==> src/rtl/alu_cmd_driver_if.sv <==
`default_nettype none
// ============================================================================
// Module   : alu_cmd_driver_if
// Brief    : Command, ALU-side and response signals of alu_cmd_driver.
// Revision : 1.0 - initial release
// ============================================================================
interface alu_cmd_driver_if #(
    parameter int WIDTH = 128
);
    logic             cmd_valid;
    logic             cmd_ready;
    logic [3:0]       cmd_opcode;
    logic [WIDTH-1:0] cmd_a;
    logic [WIDTH-1:0] cmd_b;
    logic [4:0]       cmd_shift;
    logic [3:0]       cmd_tag;

    logic [3:0]       alu_opcode;
    logic [WIDTH-1:0] alu_input1;
    logic [WIDTH-1:0] alu_input2;
    logic [4:0]       alu_shiftValue;
    logic [WIDTH-1:0] alu_result;
    logic             alu_carry;
    logic             alu_zero;
    logic             alu_overflow;

    logic             rsp_valid;
    logic             rsp_ready;
    logic [WIDTH-1:0] rsp_result;
    logic [2:0]       rsp_flags;
    logic [3:0]       rsp_tag;
    logic             rsp_err;

    logic             busy;
    logic [15:0]      ops_count;

    // master is the driver itself; slave is the sequencer/ALU side
    modport master (
        input  cmd_valid, cmd_opcode, cmd_a, cmd_b, cmd_shift, cmd_tag,
        input  alu_result, alu_carry, alu_zero, alu_overflow,
        input  rsp_ready,
        output cmd_ready,
        output alu_opcode, alu_input1, alu_input2, alu_shiftValue,
        output rsp_valid, rsp_result, rsp_flags, rsp_tag, rsp_err,
        output busy, ops_count
    );

    modport slave (
        output cmd_valid, cmd_opcode, cmd_a, cmd_b, cmd_shift, cmd_tag,
        output alu_result, alu_carry, alu_zero, alu_overflow,
        output rsp_ready,
        input  cmd_ready,
        input  alu_opcode, alu_input1, alu_input2, alu_shiftValue,
        input  rsp_valid, rsp_result, rsp_flags, rsp_tag, rsp_err,
        input  busy, ops_count
    );
endinterface
`default_nettype wire

==> src/rtl/alu_cmd_driver.sv <==
`default_nettype none
// ============================================================================
// Module   : alu_cmd_driver
// Brief    : Queues ALU requests, drives one at a time onto a combinational
//            ALU, holds operands SETTLE cycles and returns result and flags.
// Revision : 1.0 - initial release
// ============================================================================
module alu_cmd_driver #(
    parameter int WIDTH      = 128,
    parameter int SETTLE     = 1,
    parameter int FIFO_DEPTH = 4
) (
    input logic              clk,
    input logic              rst,
    alu_cmd_driver_if.master bus
);
    localparam int              c_aw        = (FIFO_DEPTH > 1) ? $clog2(FIFO_DEPTH) : 1;
    localparam int              c_ent_w     = 13 + 2 * WIDTH;
    localparam logic [c_aw:0]   c_depth     = (c_aw + 1)'(FIFO_DEPTH);
    localparam logic [c_aw:0]   c_cnt_one   = (c_aw + 1)'(1);
    localparam logic [c_aw-1:0] c_ptr_one   = c_aw'(1);
    localparam logic [3:0]      c_settle_ld = 4'(SETTLE - 1);
    localparam logic [3:0]      c_max_opc   = 4'd6;

    localparam logic [1:0] c_st_idle  = 2'd0;
    localparam logic [1:0] c_st_drive = 2'd1;
    localparam logic [1:0] c_st_resp  = 2'd2;

    logic [c_ent_w-1:0] r_mem [FIFO_DEPTH];
    logic [c_aw-1:0]    r_wr_ptr;
    logic [c_aw-1:0]    r_rd_ptr;
    logic [c_aw:0]      r_count;
    logic [c_aw:0]      w_count_next;

    logic [1:0]         r_state;
    logic [1:0]         w_state_next;
    logic [3:0]         r_settle;

    logic               w_full;
    logic               w_empty;
    logic               w_push;
    logic               w_pop;
    logic               w_capture;
    logic               w_rsp_fire;
    logic               w_head_illegal;

    logic [3:0]         w_head_opc;
    logic [WIDTH-1:0]   w_head_a;
    logic [WIDTH-1:0]   w_head_b;
    logic [4:0]         w_head_shift;
    logic [3:0]         w_head_tag;

    logic [3:0]         r_alu_opcode;
    logic [WIDTH-1:0]   r_alu_input1;
    logic [WIDTH-1:0]   r_alu_input2;
    logic [4:0]         r_alu_shift;
    logic [WIDTH-1:0]   r_rsp_result;
    logic [2:0]         r_rsp_flags;
    logic [3:0]         r_rsp_tag;
    logic               r_rsp_err;
    logic               r_busy;
    logic [15:0]        r_ops_count;

    assign w_full  = (r_count == c_depth);
    assign w_empty = (r_count == '0);

    // cmd_ready never looks at a same-cycle pop, so a full FIFO always stalls
    assign bus.cmd_ready = !w_full && !rst;
    assign w_push        = bus.cmd_valid && bus.cmd_ready;
    assign w_rsp_fire    = (r_state == c_st_resp) && bus.rsp_ready;

    assign {w_head_opc, w_head_a, w_head_b, w_head_shift, w_head_tag} = r_mem[r_rd_ptr];
    assign w_head_illegal = (w_head_opc > c_max_opc);

    always_comb begin
        w_state_next = r_state;
        w_pop        = 1'b0;
        w_capture    = 1'b0;
        case (r_state)
            c_st_idle: begin
                if (!w_empty) begin
                    w_pop        = 1'b1;
                    w_state_next = w_head_illegal ? c_st_resp : c_st_drive;
                end
            end
            c_st_drive: begin
                if (r_settle == 4'd0) begin
                    w_capture    = 1'b1;
                    w_state_next = c_st_resp;
                end
            end
            c_st_resp: begin
                if (w_rsp_fire) begin
                    if (!w_empty) begin
                        w_pop        = 1'b1;
                        w_state_next = w_head_illegal ? c_st_resp : c_st_drive;
                    end else begin
                        w_state_next = c_st_idle;
                    end
                end
            end
            default: w_state_next = c_st_idle;
        endcase
    end

    always_comb begin
        w_count_next = r_count;
        case ({w_push, w_pop})
            2'b10:   w_count_next = r_count + c_cnt_one;
            2'b01:   w_count_next = r_count - c_cnt_one;
            default: w_count_next = r_count;
        endcase
    end

    always_ff @(posedge clk) begin
        if (rst) begin
            r_state <= c_st_idle;
        end else begin
            r_state <= w_state_next;
        end
    end

    always_ff @(posedge clk) begin
        if (w_push) begin
            r_mem[r_wr_ptr] <= {bus.cmd_opcode, bus.cmd_a, bus.cmd_b, bus.cmd_shift, bus.cmd_tag};
        end
    end

    always_ff @(posedge clk) begin
        if (rst) begin
            r_wr_ptr <= '0;
            r_rd_ptr <= '0;
            r_count  <= '0;
        end else begin
            if (w_push) begin
                r_wr_ptr <= r_wr_ptr + c_ptr_one;
            end
            if (w_pop) begin
                r_rd_ptr <= r_rd_ptr + c_ptr_one;
            end
            r_count <= w_count_next;
        end
    end

    // ALU inputs move only on a legal pop, keeping them steady through RESP
    always_ff @(posedge clk) begin
        if (rst) begin
            r_alu_opcode <= '0;
            r_alu_input1 <= '0;
            r_alu_input2 <= '0;
            r_alu_shift  <= '0;
            r_settle     <= '0;
            r_rsp_result <= '0;
            r_rsp_flags  <= '0;
            r_rsp_tag    <= '0;
            r_rsp_err    <= 1'b0;
            r_busy       <= 1'b0;
            r_ops_count  <= '0;
        end else begin
            if (w_pop) begin
                r_rsp_tag <= w_head_tag;
                if (w_head_illegal) begin
                    r_rsp_result <= '0;
                    r_rsp_flags  <= '0;
                    r_rsp_err    <= 1'b1;
                end else begin
                    r_alu_opcode <= w_head_opc;
                    r_alu_input1 <= w_head_a;
                    r_alu_input2 <= w_head_b;
                    r_alu_shift  <= w_head_shift;
                    r_settle     <= c_settle_ld;
                end
            end else if ((r_state == c_st_drive) && (r_settle != 4'd0)) begin
                r_settle <= r_settle - 4'd1;
            end
            if (w_capture) begin
                r_rsp_result <= bus.alu_result;
                r_rsp_flags  <= {bus.alu_overflow, bus.alu_zero, bus.alu_carry};
                r_rsp_err    <= 1'b0;
            end
            if (w_rsp_fire) begin
                r_ops_count <= r_ops_count + 16'd1;
            end
            r_busy <= (w_state_next != c_st_idle) || (w_count_next != '0);
        end
    end

    assign bus.alu_opcode     = r_alu_opcode;
    assign bus.alu_input1     = r_alu_input1;
    assign bus.alu_input2     = r_alu_input2;
    assign bus.alu_shiftValue = r_alu_shift;
    assign bus.rsp_valid      = (r_state == c_st_resp);
    assign bus.rsp_result     = r_rsp_result;
    assign bus.rsp_flags      = r_rsp_flags;
    assign bus.rsp_tag        = r_rsp_tag;
    assign bus.rsp_err        = r_rsp_err;
    assign bus.busy           = r_busy;
    assign bus.ops_count      = r_ops_count;
endmodule
`default_nettype wire

==> src/flat_wrapper.sv <==
// flat-port wrapper written by rule: the top's interface ports become plain ports
module alu_cmd_driver_flat 
#(
    parameter int WIDTH      = 128,
    parameter int SETTLE     = 1,
    parameter int FIFO_DEPTH = 4
)
  (clk, rst, bus_cmd_valid, bus_cmd_opcode, bus_cmd_a, bus_cmd_b, bus_cmd_shift, bus_cmd_tag, bus_alu_result, bus_alu_carry, bus_alu_zero, bus_alu_overflow, bus_rsp_ready, bus_cmd_ready, bus_alu_opcode, bus_alu_input1, bus_alu_input2, bus_alu_shiftValue, bus_rsp_valid, bus_rsp_result, bus_rsp_flags, bus_rsp_tag, bus_rsp_err, bus_busy, bus_ops_count);
  alu_cmd_driver_if #(.WIDTH(WIDTH)) bus_i ();
  input logic clk;
  input logic rst;
  input wire logic [$bits(bus_i.cmd_valid)-1:0] bus_cmd_valid;
  input wire logic [$bits(bus_i.cmd_opcode)-1:0] bus_cmd_opcode;
  input wire logic [$bits(bus_i.cmd_a)-1:0] bus_cmd_a;
  input wire logic [$bits(bus_i.cmd_b)-1:0] bus_cmd_b;
  input wire logic [$bits(bus_i.cmd_shift)-1:0] bus_cmd_shift;
  input wire logic [$bits(bus_i.cmd_tag)-1:0] bus_cmd_tag;
  input wire logic [$bits(bus_i.alu_result)-1:0] bus_alu_result;
  input wire logic [$bits(bus_i.alu_carry)-1:0] bus_alu_carry;
  input wire logic [$bits(bus_i.alu_zero)-1:0] bus_alu_zero;
  input wire logic [$bits(bus_i.alu_overflow)-1:0] bus_alu_overflow;
  input wire logic [$bits(bus_i.rsp_ready)-1:0] bus_rsp_ready;
  output wire logic [$bits(bus_i.cmd_ready)-1:0] bus_cmd_ready;
  output wire logic [$bits(bus_i.alu_opcode)-1:0] bus_alu_opcode;
  output wire logic [$bits(bus_i.alu_input1)-1:0] bus_alu_input1;
  output wire logic [$bits(bus_i.alu_input2)-1:0] bus_alu_input2;
  output wire logic [$bits(bus_i.alu_shiftValue)-1:0] bus_alu_shiftValue;
  output wire logic [$bits(bus_i.rsp_valid)-1:0] bus_rsp_valid;
  output wire logic [$bits(bus_i.rsp_result)-1:0] bus_rsp_result;
  output wire logic [$bits(bus_i.rsp_flags)-1:0] bus_rsp_flags;
  output wire logic [$bits(bus_i.rsp_tag)-1:0] bus_rsp_tag;
  output wire logic [$bits(bus_i.rsp_err)-1:0] bus_rsp_err;
  output wire logic [$bits(bus_i.busy)-1:0] bus_busy;
  output wire logic [$bits(bus_i.ops_count)-1:0] bus_ops_count;
  assign bus_i.cmd_valid = bus_cmd_valid;
  assign bus_i.cmd_opcode = bus_cmd_opcode;
  assign bus_i.cmd_a = bus_cmd_a;
  assign bus_i.cmd_b = bus_cmd_b;
  assign bus_i.cmd_shift = bus_cmd_shift;
  assign bus_i.cmd_tag = bus_cmd_tag;
  assign bus_i.alu_result = bus_alu_result;
  assign bus_i.alu_carry = bus_alu_carry;
  assign bus_i.alu_zero = bus_alu_zero;
  assign bus_i.alu_overflow = bus_alu_overflow;
  assign bus_i.rsp_ready = bus_rsp_ready;
  assign bus_cmd_ready = bus_i.cmd_ready;
  assign bus_alu_opcode = bus_i.alu_opcode;
  assign bus_alu_input1 = bus_i.alu_input1;
  assign bus_alu_input2 = bus_i.alu_input2;
  assign bus_alu_shiftValue = bus_i.alu_shiftValue;
  assign bus_rsp_valid = bus_i.rsp_valid;
  assign bus_rsp_result = bus_i.rsp_result;
  assign bus_rsp_flags = bus_i.rsp_flags;
  assign bus_rsp_tag = bus_i.rsp_tag;
  assign bus_rsp_err = bus_i.rsp_err;
  assign bus_busy = bus_i.busy;
  assign bus_ops_count = bus_i.ops_count;
  alu_cmd_driver #(.WIDTH(WIDTH), .SETTLE(SETTLE), .FIFO_DEPTH(FIFO_DEPTH)) u_core (.clk(clk), .rst(rst), .bus(bus_i));
endmodule
==> config.mk <==
export PLATFORM = sky130hd
export DESIGN_NAME = alu_cmd_driver_flat
export DESIGN_NICKNAME = d
export VERILOG_FILES = /design/src/rtl/alu_cmd_driver_if.sv /design/src/rtl/alu_cmd_driver.sv /design/src/flat_wrapper.sv
export SDC_FILE = /design/constraint.sdc
export NUM_CORES = 1
export LEC_CHECK = 0
export ABC_AREA = 1
export CAP_MARGIN = 20
export CORE_MARGIN = 3
export CORE_UTILIZATION = 45
export DETAILED_ROUTE_END_ITERATION = 12
export PLACE_DENSITY = 0.66
export SETUP_SLACK_MARGIN = 0.2
export SYNTH_ARGS = -nofsm -noshare
export SYNTH_HDL_FRONTEND = slang
export SYNTH_SLANG_ARGS = --single-unit
export TNS_END_PERCENT = 20
==> constraint.sdc <==
create_clock -name clk -period 19.65 [get_ports clk]
set_clock_uncertainty 0.05 [all_clocks]
set_input_delay 1.965 -clock clk [delete_from_list [all_inputs] [get_ports clk]]
set_output_delay 1.965 -clock clk [all_outputs]
set_load 0.02 [all_outputs]
==> results by group <==
Clock tree
  • Clk Tree Root Cell: clkbuf_16
  • Clk_lat worst skew: 0.73 ns
  • Clock transition at path regs: 0.06 ns
  • Postcts setup bufs: 0
  • CTS max path bufs: 3
  • CTS sink count: about 1500
  • # resized after CTS: 0
  • CTS tree: done
  • CTS Buf Count: 154
  • CTS Hold Bufs: 0
  • Htree depth: 4

STA
  • Rel. slew slack: about a fifth
  • Hold Fails Final Rpt: 0
  • Tcrit/Tclk final: roughly a third
  • Maximum clock frequency: 158.1 MHz
  • RSZ-0062 raised after global routing: false
  • Setup ws final: 13.33 ns
  • Setup_tns: 0 ns
  • Setup Viol. Count Final: 0
  • Min Tclk post-route: between 6 and 7 ns
  • Worst-margin pin slew: 1.190 ns
  • Slew Limit Fails: 0

Global route
  • Number of global-route vias before repair: 36210
  • GR Overflow Total: 0
  • Global Route Usage Sum: 24.04%
  • Largest net degree at the start of global routing: 201
  • Initial antenna violation count: 41
  • First-pass GRT wire length: 229700 um

Synth
  • Async S/R FF share, synth: 0%
  • Most frequent cell after synthesis: edfxtp_1
  • Synth Area in Compound Gates: around an eighth
  • Synth Cell Area: roughly 55000 um2
  • Sequential element share of the synthesized area: 74.73%
  • Synth cell types: 27
  • Post-synth EDFFs: 1076
  • Mapped Cells: 4578
  • Post-synthesis mux area share: 0%
  • Post-synthesis simple-gate area fraction: around 10%
  • Share of the synthesized area in the top cell type: 58.92%
  • Mean post-synth cell area: 11.98 um2
  • Ranking of synthesized cells by area: edfxtp_1 59%, dfxtp_1 16%, nand2_1 5.8%
  • Yosys reg bits: around 1500
  • Ys Warns: 0
  • Largest family of logic cells by synthesized area: compound AO/OA/AOI/OAI gates
  • Top post-synthesis cells by count: 1076 x edfxtp_1, 847 x nand2_1, 564 x nor2_1, 550 x o21ai_0, 433 x dfxtp_1
  • Dominant synthesized flop cell: edfxtp_1
  • Adder-Cell Fraction of Synth Area: 0.2190%
  • Area leader, netlist: edfxtp_1
  • Area share of xor/xnor cells in the synthesized design: less than 1%
  • Syn Nets: 4991

Drt
  • Vias: 37520
  • Initial DRC count: between 3000 and 4000
  • Vias per std cell: roughly 5.3
  • Wirelength per Cell: between 20 and 25 um
  • DRC: 0
  • Drt total wl: 156500 um
  • DR pass1 iterations: 6
  • Post-DRT Antenna Nets: 0

Worst setup path
  • WP data arrival: 6.92 ns
  • Buf/Inv on CP: 6
  • Top delay family on crit path: buffers and inverters
  • Required time worst endpoint: 20.24 ns
  • Crit. End Element: flop
  • Crit path max-delay cell type: inv_8
  • CP cell instances: clkdlybuf4s50_1, inv_1, nand2_1, nand3_1, inv_1, nand3_4, inv_8, buf_4, buf_4, nand2_1, a21oi_1
  • CP Launch Type: input pin
  • Crit path kind: input pin to flop
  • Crit path max fanout: 84
  • R2R depth: 11
  • WP depth: 11
  • CP peak stage delay: 0.85 ns

Layout
  • Area delta synth->final: 25.87%
  • Layout cells sized above 1: 4.844%
  • Layout Nets: 5694

Status
  • Outcome: finished clean

Die
  • Starting Density: 45.53%
  • Core Area: 120400 um2
  • Std cell rows: 127
  • Die W: between 300 and 400 um
  • Die Y: 355.1 um
  • I/O Pins: 824
  • Die Area: 126100 um2

Place
  • Place WS: 12.59 ns
  • Post-detail-place hpwl: 94330 um
  • IO buf count: 823
  • Gpl congestion: 0.8551

Hold path
  • Min-delay worst type: flop to flop
  • Worst Hold Path Cells: 2

Power
  • Pwr per Cell Area: 137.6 nW/um2
  • Maximum VDD drop: 0.09697 mV
  • Leakage: 22.66 nW

Job
  • MaxCap Viol Count: 0
final timing paths:
path	start	end	slack (ns)
worst min-delay path	u_core.bus.rsp_result[65]	u_core.bus.rsp_result[65]	0.41
worst max-delay path	bus_rsp_ready	u_core.bus.alu_input1[32]	13.33
worst max register to register	flop	u_core.bus.alu_input1[32]	14.01
worst min register to register	u_core.bus.rsp_result[65]	u_core.bus.rsp_result[65]	0.41
registers in the layout, indices dropped and copies added (netlist names), named ones only:
register and flops:
u_core.bus.rsp_result 128, u_core.bus.alu_shiftValue 5, u_core.r_wr_ptr 2, u_core.r_rd_ptr 2, u_core.bus.rsp_flags 3, u_core.r_count 3, u_core.r_state 2, u_core.bus.rsp_err 1
u_core.bus.ops_count 16, u_core.bus.rsp_tag 4, u_core.bus.busy 1, u_core.bus.alu_opcode 4, u_core.r_settle 4, u_core.bus.alu_input2 128, u_core.r_mem 1076, u_core.bus.alu_input1 128
layout by cell type, fill, tap and decap left out, drive strengths merged:
master         instances
a21oi                419
a31oi                  5
and3                   1
buf                   39
bufinv                 5
clkbuf               233
clkdlybuf4s50        822
clkinv                40
clkinvlp               2
dfxtp                433
diode                 24
edfxtp              1076
fa                     1
ha                     8
inv                   61
nand2                847
nand3                 26
nand3b                 1
nand4                  3
nor2                 564
nor3                   4
o21a                   2
o21ai                550
o22ai                261
xnor2                  2
xor2                   4
final cells by class:
class,count,area (um2)
sequential,1509,40990
clock inverter,51,439.2
antenna,24,60.06
clock buffer,233,4438
fill,9922,51420
multi-input combinational,2698,12230
inverter,57,239.0
tap,1612,2017
timing repair buffer,861,8616
cell families after synthesis:
kind of cell | count (synthesis)
AO/OA/AOI/OAI | 1237
XOR/XNOR | 6
adder cells (fa/ha/maj) | 9
buffers and inverters | 371
flip-flops | 1509
AND/OR/NAND/NOR | 1446
power by group:
part	internal [mW]	switching (mW)	total, mW
clock	1.63	1.17	2.80
sequential	3.77	0.226	4.00
combinational	0.943	1.76	2.70
total	6.35	3.15	9.50
metal layers:
| layer | GRT usage (%) | routed length (um) | vias to the layer above |
|---|---|---|---|
| met1 | 27.80 | 58520 | 18330 |
| met5 | 0 | 230 | - |
| met2 | 41.24 | 78890 | 1182 |
| met3 | 6.022 | 11050 | 310 |
| met4 | 12.66 | 7848 | 32 |
| li1 | - | - | 17660 |
worst register-to-register path, cell delays in order, from the launching register on:
cell and delay, ns:
dfxtp_4 0.72, inv_8 0.35, buf_4 0.39, nand3_1 0.15, nand2_1 0.09, nand3_1 0.17
nand3_4 0.72, inv_8 0.94, buf_4 0.90, buf_4 0.78, nand2_1 0.14, a21oi_1 0.15
stage by stage:
step                instances  power (mW)  utilization [%]  hold WS, ns  cell area [um2]
floorplan                4578       5.672                -       0.3862            54840
global route             7042       9.954            57.30       0.4222            69020
CTS                      7021       9.584            57.26       0.4128            68970
global placement         6737       6.753            53.21       0.3912            64090
finish                   7045       9.498            57.31       0.4104            69030
detailed placement       6737       6.782            53.21       0.4032            64090
Power figures use the tool's default switching activity.
